`config.mk`:
```
export PLATFORM = sky130hd
export DESIGN_NAME = arrow_scheduler
export DESIGN_NICKNAME = d
export VERILOG_FILES = /design/src/rtl/clash_pkg.sv /design/src/rtl/rr_arbiter.sv /design/src/rtl/arrow_scheduler.sv
export SDC_FILE = /design/constraint.sdc
export NUM_CORES = 1
export LEC_CHECK = 0
export ABC_AREA = 1
export CORE_MARGIN = 2
export CORE_UTILIZATION = 51
export CTS_CLUSTER_DIAMETER = 100
export CTS_CLUSTER_SIZE = 30
export DETAILED_ROUTE_END_ITERATION = 7
export HOLD_SLACK_MARGIN = 0.12
export PLACE_DENSITY = 0.88
export SLEW_MARGIN = 5
export SYNTH_ARGS = -nofsm -noshare
export SYNTH_HDL_FRONTEND = slang
export SYNTH_SLANG_ARGS = --single-unit
```
`constraint.sdc`:
```
create_clock -name clk -period 3.7 [get_ports clk]
set_input_delay 0.555 -clock clk [delete_from_list [all_inputs] [get_ports clk]]
set_output_delay 0.555 -clock clk [all_outputs]
set_load 0.005 [all_outputs]
```
`src/rtl/clash_pkg.sv`:
```
// Shared troop/damage types and arrow slot state for the tower combat blocks.
package clash_pkg;

  localparam int unsigned TROOP_W  = 3;
  localparam int unsigned DAMAGE_W = 4;
  localparam int unsigned STATS_W  = 16;

  typedef logic [TROOP_W-1:0]  troop_idx_t;
  typedef logic [DAMAGE_W-1:0] damage_t;

  localparam troop_idx_t TROOP_NONE = 3'd0;

  typedef enum logic [1:0] {
    AS_IDLE = 2'd0,
    AS_FLY  = 2'd1,
    AS_HIT  = 2'd2
  } arrow_state_t;

  // Payload carried by an arrow from launch to impact.
  typedef struct packed {
    troop_idx_t target;
    damage_t    damage;
  } hit_evt_t;

endpackage

```
`src/rtl/rr_arbiter.sv`:
```
// Combinational round-robin arbiter: one-hot grant to the first requester at or after ptr.
module rr_arbiter #(
  parameter int unsigned N     = 4,
  parameter int unsigned PTR_W = (N > 1) ? $clog2(N) : 1
) (
  input  logic [N-1:0]     req,
  input  logic [PTR_W-1:0] ptr,
  output logic [N-1:0]     gnt
);

  logic [2*N-1:0] req_dbl;
  logic [2*N-1:0] gnt_dbl;
  logic [N-1:0]   req_rot;
  logic [N-1:0]   gnt_rot;
  logic           found;

  // Rotate so ptr sits at bit 0, pick the lowest set bit, rotate back.
  always_comb begin
    req_dbl = {req, req} >> ptr;
    req_rot = req_dbl[N-1:0];
    gnt_rot = '0;
    found   = 1'b0;
    for (int unsigned i = 0; i < N; i++) begin
      if (req_rot[i] && !found) begin
        gnt_rot[i] = 1'b1;
        found      = 1'b1;
      end
    end
    gnt_dbl = {{N{1'b0}}, gnt_rot} << ptr;
    gnt     = gnt_dbl[N-1:0] | gnt_dbl[2*N-1:N];
  end

endmodule

```
`src/rtl/arrow_scheduler.sv`:
```
// Shares arrow slots among towers, times flights in frame ticks and serializes hit events.
// Optional ARROW_SCHED_STATS_EN adds a saturating shots_fired counter output.
module arrow_scheduler
  import clash_pkg::*;
#(
  parameter int unsigned NUM_TOWERS = 4,
  parameter int unsigned NUM_ARROWS = 2,
  parameter int unsigned FLIGHT_W   = 6
) (
  input  logic                           clk,
  input  logic                           reset,
  input  logic                           frame_tick,
  input  logic [NUM_TOWERS-1:0]          tower_alive,
  input  logic [NUM_TOWERS-1:0]          fire_req,
  input  logic [NUM_TOWERS*TROOP_W-1:0]  fire_target,
  input  logic [NUM_TOWERS*FLIGHT_W-1:0] fire_ticks,
  input  logic [NUM_TOWERS*DAMAGE_W-1:0] fire_damage,
  output logic [NUM_TOWERS-1:0]          fire_ack,
  output logic [NUM_ARROWS-1:0]          slot_busy,
  output logic [NUM_ARROWS*TROOP_W-1:0]  slot_target,
  output logic                           hit_valid,
  output logic [TROOP_W-1:0]             hit_target,
  output logic [DAMAGE_W-1:0]            hit_damage
`ifdef ARROW_SCHED_STATS_EN
  ,
  output logic [STATS_W-1:0]             shots_fired
`endif
);

  localparam int unsigned PTR_W = (NUM_TOWERS > 1) ? $clog2(NUM_TOWERS) : 1;

  arrow_state_t          state_q [NUM_ARROWS];
  arrow_state_t          state_d [NUM_ARROWS];
  logic [FLIGHT_W-1:0]   cnt_q   [NUM_ARROWS];
  logic [FLIGHT_W-1:0]   cnt_d   [NUM_ARROWS];
  hit_evt_t              evt_q   [NUM_ARROWS];
  hit_evt_t              evt_d   [NUM_ARROWS];

  logic [NUM_TOWERS-1:0] fire_ack_q, fire_ack_d;
  logic [PTR_W-1:0]      ptr_q, ptr_d;
  logic                  hit_valid_q, hit_valid_d;
  hit_evt_t              hit_q, hit_d;

  logic [NUM_TOWERS-1:0] elig_c;
  logic [NUM_TOWERS-1:0] gnt_c;
  logic                  free_c;
  hit_evt_t              ld_evt_c;
  logic [FLIGHT_W-1:0]   ld_cnt_c;

  // A tower acked this cycle is still holding its old request; skip it.
  always_comb begin
    for (int unsigned t = 0; t < NUM_TOWERS; t++) begin
      elig_c[t] = fire_req[t] & tower_alive[t] & ~fire_ack_q[t] &
                  (fire_target[t*TROOP_W +: TROOP_W] != TROOP_NONE);
    end
  end

  always_comb begin
    free_c = 1'b0;
    for (int unsigned s = 0; s < NUM_ARROWS; s++) begin
      if (state_q[s] == AS_IDLE) free_c = 1'b1;
    end
  end

  rr_arbiter #(
    .N     (NUM_TOWERS),
    .PTR_W (PTR_W)
  ) u_arb (
    .req (elig_c),
    .ptr (ptr_q),
    .gnt (gnt_c)
  );

  // Payload of the winning tower; a zero flight time is stretched to one tick.
  always_comb begin
    ld_evt_c = '0;
    ld_cnt_c = '0;
    for (int unsigned t = 0; t < NUM_TOWERS; t++) begin
      if (gnt_c[t]) begin
        ld_evt_c.target = fire_target[t*TROOP_W +: TROOP_W];
        ld_evt_c.damage = fire_damage[t*DAMAGE_W +: DAMAGE_W];
        ld_cnt_c        = fire_ticks[t*FLIGHT_W +: FLIGHT_W];
      end
    end
    if (ld_cnt_c == '0) ld_cnt_c = FLIGHT_W'(1);
  end

  // Slot FSMs, hit serialization and grant; the three touch disjoint slot states.
  always_comb begin
    logic hit_taken;
    logic slot_taken;
    state_d     = state_q;
    cnt_d       = cnt_q;
    evt_d       = evt_q;
    fire_ack_d  = '0;
    ptr_d       = ptr_q;
    hit_valid_d = 1'b0;
    hit_d       = '0;
    hit_taken   = 1'b0;
    slot_taken  = 1'b0;

    for (int unsigned s = 0; s < NUM_ARROWS; s++) begin
      case (state_q[s])
        AS_FLY: begin
          if (frame_tick) begin
            if (cnt_q[s] == FLIGHT_W'(1)) state_d[s] = AS_HIT;
            else                          cnt_d[s]   = cnt_q[s] - FLIGHT_W'(1);
          end
        end
        AS_HIT: begin
          if (!hit_taken) begin
            hit_taken   = 1'b1;
            hit_valid_d = 1'b1;
            hit_d       = evt_q[s];
            state_d[s]  = AS_IDLE;
          end
        end
        default: begin
          if (!slot_taken && (gnt_c != '0)) begin
            slot_taken = 1'b1;
            state_d[s] = AS_FLY;
            cnt_d[s]   = ld_cnt_c;
            evt_d[s]   = ld_evt_c;
          end
        end
      endcase
    end

    if (free_c) begin
      fire_ack_d = gnt_c;
      for (int unsigned t = 0; t < NUM_TOWERS; t++) begin
        if (gnt_c[t]) ptr_d = PTR_W'((t + 1) % NUM_TOWERS);
      end
    end
  end

  always_ff @(posedge clk) begin
    if (reset) begin
      for (int unsigned s = 0; s < NUM_ARROWS; s++) begin
        state_q[s] <= AS_IDLE;
        cnt_q[s]   <= '0;
        evt_q[s]   <= '0;
      end
      fire_ack_q  <= '0;
      ptr_q       <= '0;
      hit_valid_q <= 1'b0;
      hit_q       <= '0;
    end else begin
      state_q     <= state_d;
      cnt_q       <= cnt_d;
      evt_q       <= evt_d;
      fire_ack_q  <= fire_ack_d;
      ptr_q       <= ptr_d;
      hit_valid_q <= hit_valid_d;
      hit_q       <= hit_d;
    end
  end

`ifdef ARROW_SCHED_STATS_EN
  logic [STATS_W-1:0] shots_q, shots_d;

  always_comb begin
    shots_d = shots_q;
    if ((fire_ack_d != '0) && (shots_q != {STATS_W{1'b1}})) shots_d = shots_q + STATS_W'(1);
  end

  always_ff @(posedge clk) begin
    if (reset) shots_q <= '0;
    else       shots_q <= shots_d;
  end

  assign shots_fired = shots_q;
`endif

  always_comb begin
    for (int unsigned s = 0; s < NUM_ARROWS; s++) begin
      slot_busy[s]                         = (state_q[s] != AS_IDLE);
      slot_target[s*TROOP_W +: TROOP_W]    = evt_q[s].target;
    end
  end

  assign fire_ack   = fire_ack_q;
  assign hit_valid  = hit_valid_q;
  assign hit_target = hit_q.target;
  assign hit_damage = hit_q.damage;

endmodule

```
### Yosys cells after proc, flatten, opt, wreduce, memory -nomap -nowiden

Cells that the tools add are included.

* register bits: 44
* latch bits: 0
* bits in writable memories: 0
* memory bits (read-only): 0
* input bits: 63
* output and inout port bits: 20
* logic and storage cells: 129
* memories kept: 0

* $add $sub $neg: 2
* multiply operators: 0
* divide/modulo/power cells: 0
* order comparisons: 0
* equal/unequal tests: 13
* shift operators: 2
* mux-type cells: 45
* bitwise operators: 22
* reduce and logical (&&, ||, !) cells: 32

Operator list (number)
* two-way mux 6 bit: 11
* two-way mux 7 bit: 7
* case mux 6 bit (2 select lines): 2
* two-way mux 2 bit: 11
* nonzero test 3 bit: 6
* != test 2 bit (second input constant): 7
* AND 1 bit: 12
* == test 6 x 1 -> 1 bit (second input constant): 2
* two-way mux 1 bit: 12
* AND reduction 4 bit: 3
* subtractor 6 x 1 -> 6 bit (second input constant): 2
* NOT 1 bit: 9
* case mux 2 bit (2 select lines): 2
* nonzero test 2 bit: 4
* left shift 4 x 2 -> 8 bit: 1
* >> shifter 8 x 2 -> 4 bit: 1
* zero test 6 bit: 1
* AND reduction 2 bit: 3
* OR reduction 2 bit: 3
* == test 2 x 1 -> 1 bit (second input constant): 2
* == test 2 bit (second input constant): 2
* logical AND 1 bit: 4
* zero test 1 bit: 4
* zero test 2 bit: 2
* 3 further kinds: 3

### Logic depth before layout (Yosys ltp)

* word-level depth: 24
* mapped depth: 21
* depth with buffers taken out: 21

### Cells and area by module

A second synthesis with hierarchy kept.

* cells, all modules: 422
* area total of the unflattened synthesis: 2944.1 µm²

Modules (own cells, without submodules)
* arrow_scheduler: instances 1, cells an instance 368, area each 2631.3 µm², seq. area each 880.8 µm²
* rr_arbiter: instances 1, cells an instance 54, area each 312.8 µm², seq. area each 0.0 µm²

### Worst setup path after synthesis

No wires, ideal clock.

* path kind: input to register
* start: input fire_target[6]
* end: register cnt_q[2] (netlist name)
* arrival: 2.097 ns
* required time: 3.572 ns
* slack: 1.475 ns
* stages on the path: 17
* cells stage by stage: nor2_1 -> nand2_1 -> nand3_1 -> nand2_2 -> nand2_1 -> nand2_1 -> nor2_2 -> nand3_1 -> nand3_2 -> nand2_4 -> nand4_4 -> nand2_4 -> nand2_2 -> nand2_2 -> buf_6 -> a21oi_1 -> nor2_1

* cells in the longest elaborated chain, start to end: 23
* elaborated cells between the ends (all ways): 32
* classes of those cells: 2 x shift; 15 x mux; 2 x bitwise; 13 x reduce/logical

RTL lines
* start: declaration: line arrow_scheduler.sv:15 `input logic [NUM_TOWERS*TROOP_W-1:0] fire_target,`
* nonzero test 3 bit (*): line arrow_scheduler.sv:54 `(fire_target[t*TROOP_W +: TROOP_W] != TROOP_NONE);`
* AND 1 bit (*): line arrow_scheduler.sv:53 `elig_c[t] = fire_req[t] & tower_alive[t] & ~fire_ack_q[t] &`
* >> shifter 8 x 2 -> 4 bit (*): line rr_arbiter.sv:19 `req_dbl = {req, req} >> ptr;`
* two-way mux 1 bit: line rr_arbiter.sv:24 `if (req_rot[i] && !found) begin`
* zero test 1 bit: line rr_arbiter.sv:24
* logical AND 1 bit: line rr_arbiter.sv:24
* two-way mux 1 bit: line rr_arbiter.sv:24
* zero test 1 bit: line rr_arbiter.sv:24
* (+4 left out)
* two-way mux 1 bit: line rr_arbiter.sv:24
* left shift 4 x 2 -> 8 bit (*): line rr_arbiter.sv:29 `gnt_dbl = {{N{1'b0}}, gnt_rot} << ptr;`
* OR 4 bit (*): line rr_arbiter.sv:30 `gnt = gnt_dbl[N-1:0] | gnt_dbl[2*N-1:N];`
* two-way mux 6 bit (4 in a row): line arrow_scheduler.sv:79 `if (gnt_c[t]) begin`
* zero test 6 bit: line arrow_scheduler.sv:85 `if (ld_cnt_c == '0) ld_cnt_c = FLIGHT_W'(1);`
* two-way mux 6 bit: line arrow_scheduler.sv:85
* two-way mux 6 bit: line arrow_scheduler.sv:119 `if (!slot_taken && (gnt_c != '0)) begin`
* case mux 6 bit (2 select lines): line arrow_scheduler.sv:103 `case (state_q[s])`
* end signal: assignment: line arrow_scheduler.sv:150 `cnt_q <= cnt_d;`
* end: declaration: line arrow_scheduler.sv:34 `logic [FLIGHT_W-1:0] cnt_q [NUM_ARROWS];`

Mark *: on every way between the ends. The rest lies on a longest branch, timed or not. The select of a mux whose other input is x is not followed.
A chain may end at the register's enable or synchronous reset.

### Worst setup path after layout

* start: input fire_req[2]
* end: register cnt_q[10] (netlist name)

* cells in the longest elaborated chain, start to end: 24
* elaborated cells between the ends (all ways): 29
* classes of those cells: 2 x shift; 13 x mux; 4 x bitwise; 10 x reduce/logical

RTL lines
* start: declaration: line arrow_scheduler.sv:14 `input logic [NUM_TOWERS-1:0] fire_req,`
* AND 1 bit (*) (3 in a row): line arrow_scheduler.sv:53
* >> shifter 8 x 2 -> 4 bit (*): line rr_arbiter.sv:19
* two-way mux 1 bit: line rr_arbiter.sv:24
* zero test 1 bit: line rr_arbiter.sv:24
* logical AND 1 bit: line rr_arbiter.sv:24
* two-way mux 1 bit: line rr_arbiter.sv:24
* zero test 1 bit: line rr_arbiter.sv:24
* logical AND 1 bit: line rr_arbiter.sv:24
* (+3 left out)
* two-way mux 1 bit: line rr_arbiter.sv:24
* left shift 4 x 2 -> 8 bit (*): line rr_arbiter.sv:29
* OR 4 bit (*): line rr_arbiter.sv:30
* two-way mux 6 bit (4 in a row): line arrow_scheduler.sv:79
* zero test 6 bit: line arrow_scheduler.sv:85
* two-way mux 6 bit: line arrow_scheduler.sv:85
* two-way mux 6 bit: line arrow_scheduler.sv:119
* case mux 6 bit (2 select lines): line arrow_scheduler.sv:103

Marks and branches as above.

==> results by stage <==
Setup path:
- The worst endpoint required time is a little under 4 ns.
- In this design, the critical path's most frequently occurring cell is nand2_1.
- The delay of the slowest cell on the worst path is 0.45 ns.
- STA classifies the critical path endpoint as a flip-flop.
- The top fanout value on the critical path is 9.
- The number of buffer and inverter stages on the critical path is 4.
- The family with the most delay on the worst path is simple AND/OR/NAND/NOR gates.
- STA puts the critical path data arrival time at 3.01 ns.
- The master of the slowest instance on the critical path is clkdlybuf4s50_1.
- The worst setup path is of the input pin to flip-flop kind.
- Traced cell by cell, the critical path runs through clkdlybuf4s50_1, nand2_1, nor2_2, nand3_1, nand3_1, nand2_1, nor2_2, nand2_1, nand2_1, nand2_1, nand2_1, inv_1, nand4_4, inv_2, nand2_1, nand2_2, inv_2, o21ai_1, a21oi_1, nor2_1.
- The worst setup path is launched from an input pin.
- The most critical setup path has its startpoint at fire_req[2].
- The worst register-to-register path begins at ptr_q[1].

Yosys:
- Summing every instance area after synthesis gives 2800 µm².
- Of the total synthesized cell area, the portion taken by XOR and XNOR cells is 0.0156.
- The synthesized design contains 44 register bits.
- Each instance of the synthesized netlist takes up on average between 6 and 7 µm².
- The share of the synthesized area in the top cell type is 0.315.
- In this run, synthesis inferred 0 flip-flops with an integrated enable.
- The post-synthesis async set-or-reset flop share is 0.
- Counting every net in the synthesized netlist gives 496.
- The portion of synthesized area spent on multiplexers is 0.
- Ranked by instance count, the synthesized netlist is headed by nand2_1 (116), a21oi_1 (44), dfxtp_1 (44).
- Of the total synthesized cell area, the portion taken by AND, OR, NAND and NOR gates is 0.351.
- For this run, the register share of the synthesized area comes to 0.315.
- Yosys attributes the largest share of cell area to dfxtp_1 (31%), nand2_1 (16%), a21oi_1 (7.9%).
- In the post-synthesis netlist, the cell with the most instances is nand2_1.
- Synthesis instantiated 36 different standard cells from the library.
- After synthesis, the largest family of logic cells by area is simple AND/OR/NAND/NOR gates.
- The share of the synthesized area in compound gates (AO/OA/AOI/OAI) came to 0.170.
- Synthesis produced a netlist whose cell count is 423.
- The synthesized design spends more area on one cell type than any other, namely dfxtp_1.
- The most used flip-flop cell after synthesis is dfxtp_1.
- Of the total synthesized cell area, the portion taken by full adders, half adders and majority gates is 0.0447.
- During synthesis, Yosys emitted a total of 0 warnings.

Global route:
- The total overflow left after global routing is 0.
- The via count of the first global-routing pass was 3015.
- For this run, the total global-route usage over all layers was measured as 0.263.
- The wire length of the first global-routing pass is approximately 13 mm.
- The initial antenna violation count is 0.
- The largest net degree at the start of global routing is 23.

Timing:
- The number of hold violations in the final report is 0.
- The final period utilization is 0.760.
- The clock period could shrink to 2.81 ns.
- The setup TNS after final layout is 0 ns.
- Setup repair after global routing left no endpoint under its margin.
- The setup slack after layout is between 0.8 and 0.9 ns.
- The count of endpoints failing setup in the final report is 0.
- Measured against its own limit, the worst slew margin works out to 0.592.
- The worst clock skew is 0.00713 ns.
- The worst-margin pin slew is a little over 0.6 ns.
- Derived from the worst setup path, the maximum achievable clock frequency is 0.356 GHz.
- The number of max-slew violations in the final report was 0.

Final layout:
- Compared with the post-synthesis result, the final layout area differs by 33.1%.
- Of the cells placed in the final design, the portion with a size suffix greater than 1 is 0.0926.
- The final core area utilization is 0.716.
- The final cell count without fillers is 567.
- The number of filler instances in the final layout is 431.
- The finished cells cover 3730 µm².
- 0 antenna diodes ended up in the layout.
- At the end of the flow, the number of nets in the layout was 569.

CTS:
- In this run, post-CTS hold repair placed 0 buffers.
- The number of sinks driven by the clock tree is 44.
- The clock tree buffer depth is 2.
- The clock latency reported for the late side of the worst-skew pair is 0.30 ns.
- The total number of H-tree levels is 2.
- In this run the post-CTS setup repair buffer count came out at 0.
- After clock tree synthesis, the clock-pin slew on the worst setup and hold paths is 0.09 ns.
- Gates resized during post-CTS repair numbered 0.
- The tree is rooted in a clkbuf_8.
- The number of buffers inserted during clock tree synthesis is 5.
- TritonCTS built the clock tree.

Power and ir drop:
- IR analysis of the VDD net gives a maximum drop of a little under 0.0006 V.
- In this run the power density over the cells is 839 nW/µm².
- For this design the static power due to leakage is 1.58 nW.

Die:
- The die outline height is 78.1 µm.
- Measured along the x axis, the die boundary spans between 70 and 80 µm.
- The core area is between 5000 and 6000 µm².
- After floorplanning, the core was divided into 26 placement rows.
- The overall die area is approximately 6100 µm².
- The number of primary I/O pins is 83.
- The starting density of the core is 0.538.

Placement:
- Port buffering added 82 buffers.
- After detailed placement, the total cell area comes to about 3600 µm².
- Timing analysis after detailed placement gives a worst setup slack of 0.599 ns.
- Once placement completed, the tool counted placed cells totaling 559.
- Routability-driven placement finished with a final weighted congestion of 0.933.
- The half-perimeter wire length of the detailed placement result is 6.03 mm.

Drt:
- In this run the remaining antenna-violating nets after routing total 0.
- Wires add up to 8.04 mm.
- The vias after detailed routing is 3089.
- The number of design rule violations left after detail routing is 0.
- The starting DRC count in detailed routing is between 300 and 400.
- The average wire per cell in the routed design is roughly 14 µm.
- Dividing the detail-routed via count by the number of cells gives approximately 5.4.
- The first TritonRoute pass finished after 5 iterations.

Worst hold path:
- The worst hold path begins at evt_q[3].
- The classification of the worst-slack hold path is flip-flop to flip-flop.

Run status:
- The run finished with clean final reports.

Run:
- The number of max-cap violations is 0.
cell families after synthesis:
| family | count (synthesis) |
|---|---|
| AOI/OAI and AO/OA | 86 |
| xor gates and xnor gates | 5 |
| adders and majority gates | 10 |
| buffers and inverters | 63 |
| DFF | 44 |
| and+or+nand+nor | 215 |
path summary, 6_finish.rpt:
| check | endpoint | slack [ns] | depth (start not counted) |
|---|---|---|---|
| setup / recovery | cnt_q[10] | 0.89 | 20 |
| hold / removal | evt_q[3] | 0.45 | 2 |
| setup reg to reg | cnt_q[10] | 0.91 | 17 |
| hold reg to reg | evt_q[3] | 0.45 | 2 |
cell usage in the layout (no fill, tap or decap), types with 3 or more instances in the layout:
master and n:
clkdlybuf4s50_1 82, clkbuf_8 5, nand4_1 9, nor3_1 3, nor2_1 37, nand3_2 7, nor2_2 6, buf_4 3
o22ai_1 3, o21ai_1 9, a31oi_1 4, xor2_1 3, a21oi_1 44, inv_1 37, inv_2 5, o21ai_0 17
nand2_1 116, nand3_1 24, dfxtp_1 44, ha_1 10, nand2_2 7
where the power goes:
part | switching [mW] | internal [mW]
sequential | 0.126 | 0.624
combinational | 1.26 | 0.730
clock | 0.179 | 0.204
total | 1.57 | 1.56
area by class of cell:
class,count,area (µm²),area share
flip-flops and latches,44,881,0.236
clock inverters,3,46.3,0.0124
multi-input cells,316,1630,0.437
inverters,44,170,0.0457
clock buffers,5,68.8,0.0185
well taps,70,87.6,0.0235
repair buffers,85,843,0.226
state kept, by name (all words and copies together), names as in the netlist:
| register | count |
|---|---|
| cnt_q | 12 |
| evt_q | 8 |
| fire_ack | 4 |
| hit_damage | 4 |
| hit_target | 3 |
| hit_valid | 1 |
| ptr_q | 2 |
| slot_target | 6 |
| state_q | 4 |
through the flow:
step	power, mW	hold WS, ns
after floorplan	2.19	0.424
after global placement	2.63	0.435
after detailed placement	2.70	0.441
after CTS	3.09	0.452
after global routing	3.39	0.483
final	3.13	0.453
worst reg2reg max path: stages, from the launching register on:
cell and delay, ns:
dfxtp_1 0.59, clkinv_1 0.36, nand3_1 0.19, nand2_1 0.08
nor2_2 0.15, nand2_1 0.06, nand2_1 0.10, nand2_1 0.07
nand2_1 0.23, inv_1 0.13, nand4_4 0.13, inv_2 0.04
nand2_1 0.06, nand2_2 0.08, inv_2 0.13, o21ai_1 0.09
a21oi_1 0.13, nor2_1 0.05
routing by layer:
metal,GRT usage,share of wire,up-vias
met5,0,0,-
met4,0.0754,0.018,0
met3,0.0506,0.079,17
met2,0.476,0.48,154
met1,0.317,0.42,1397
li1,-,-,1521
Power figures use the tool's default switching activity.
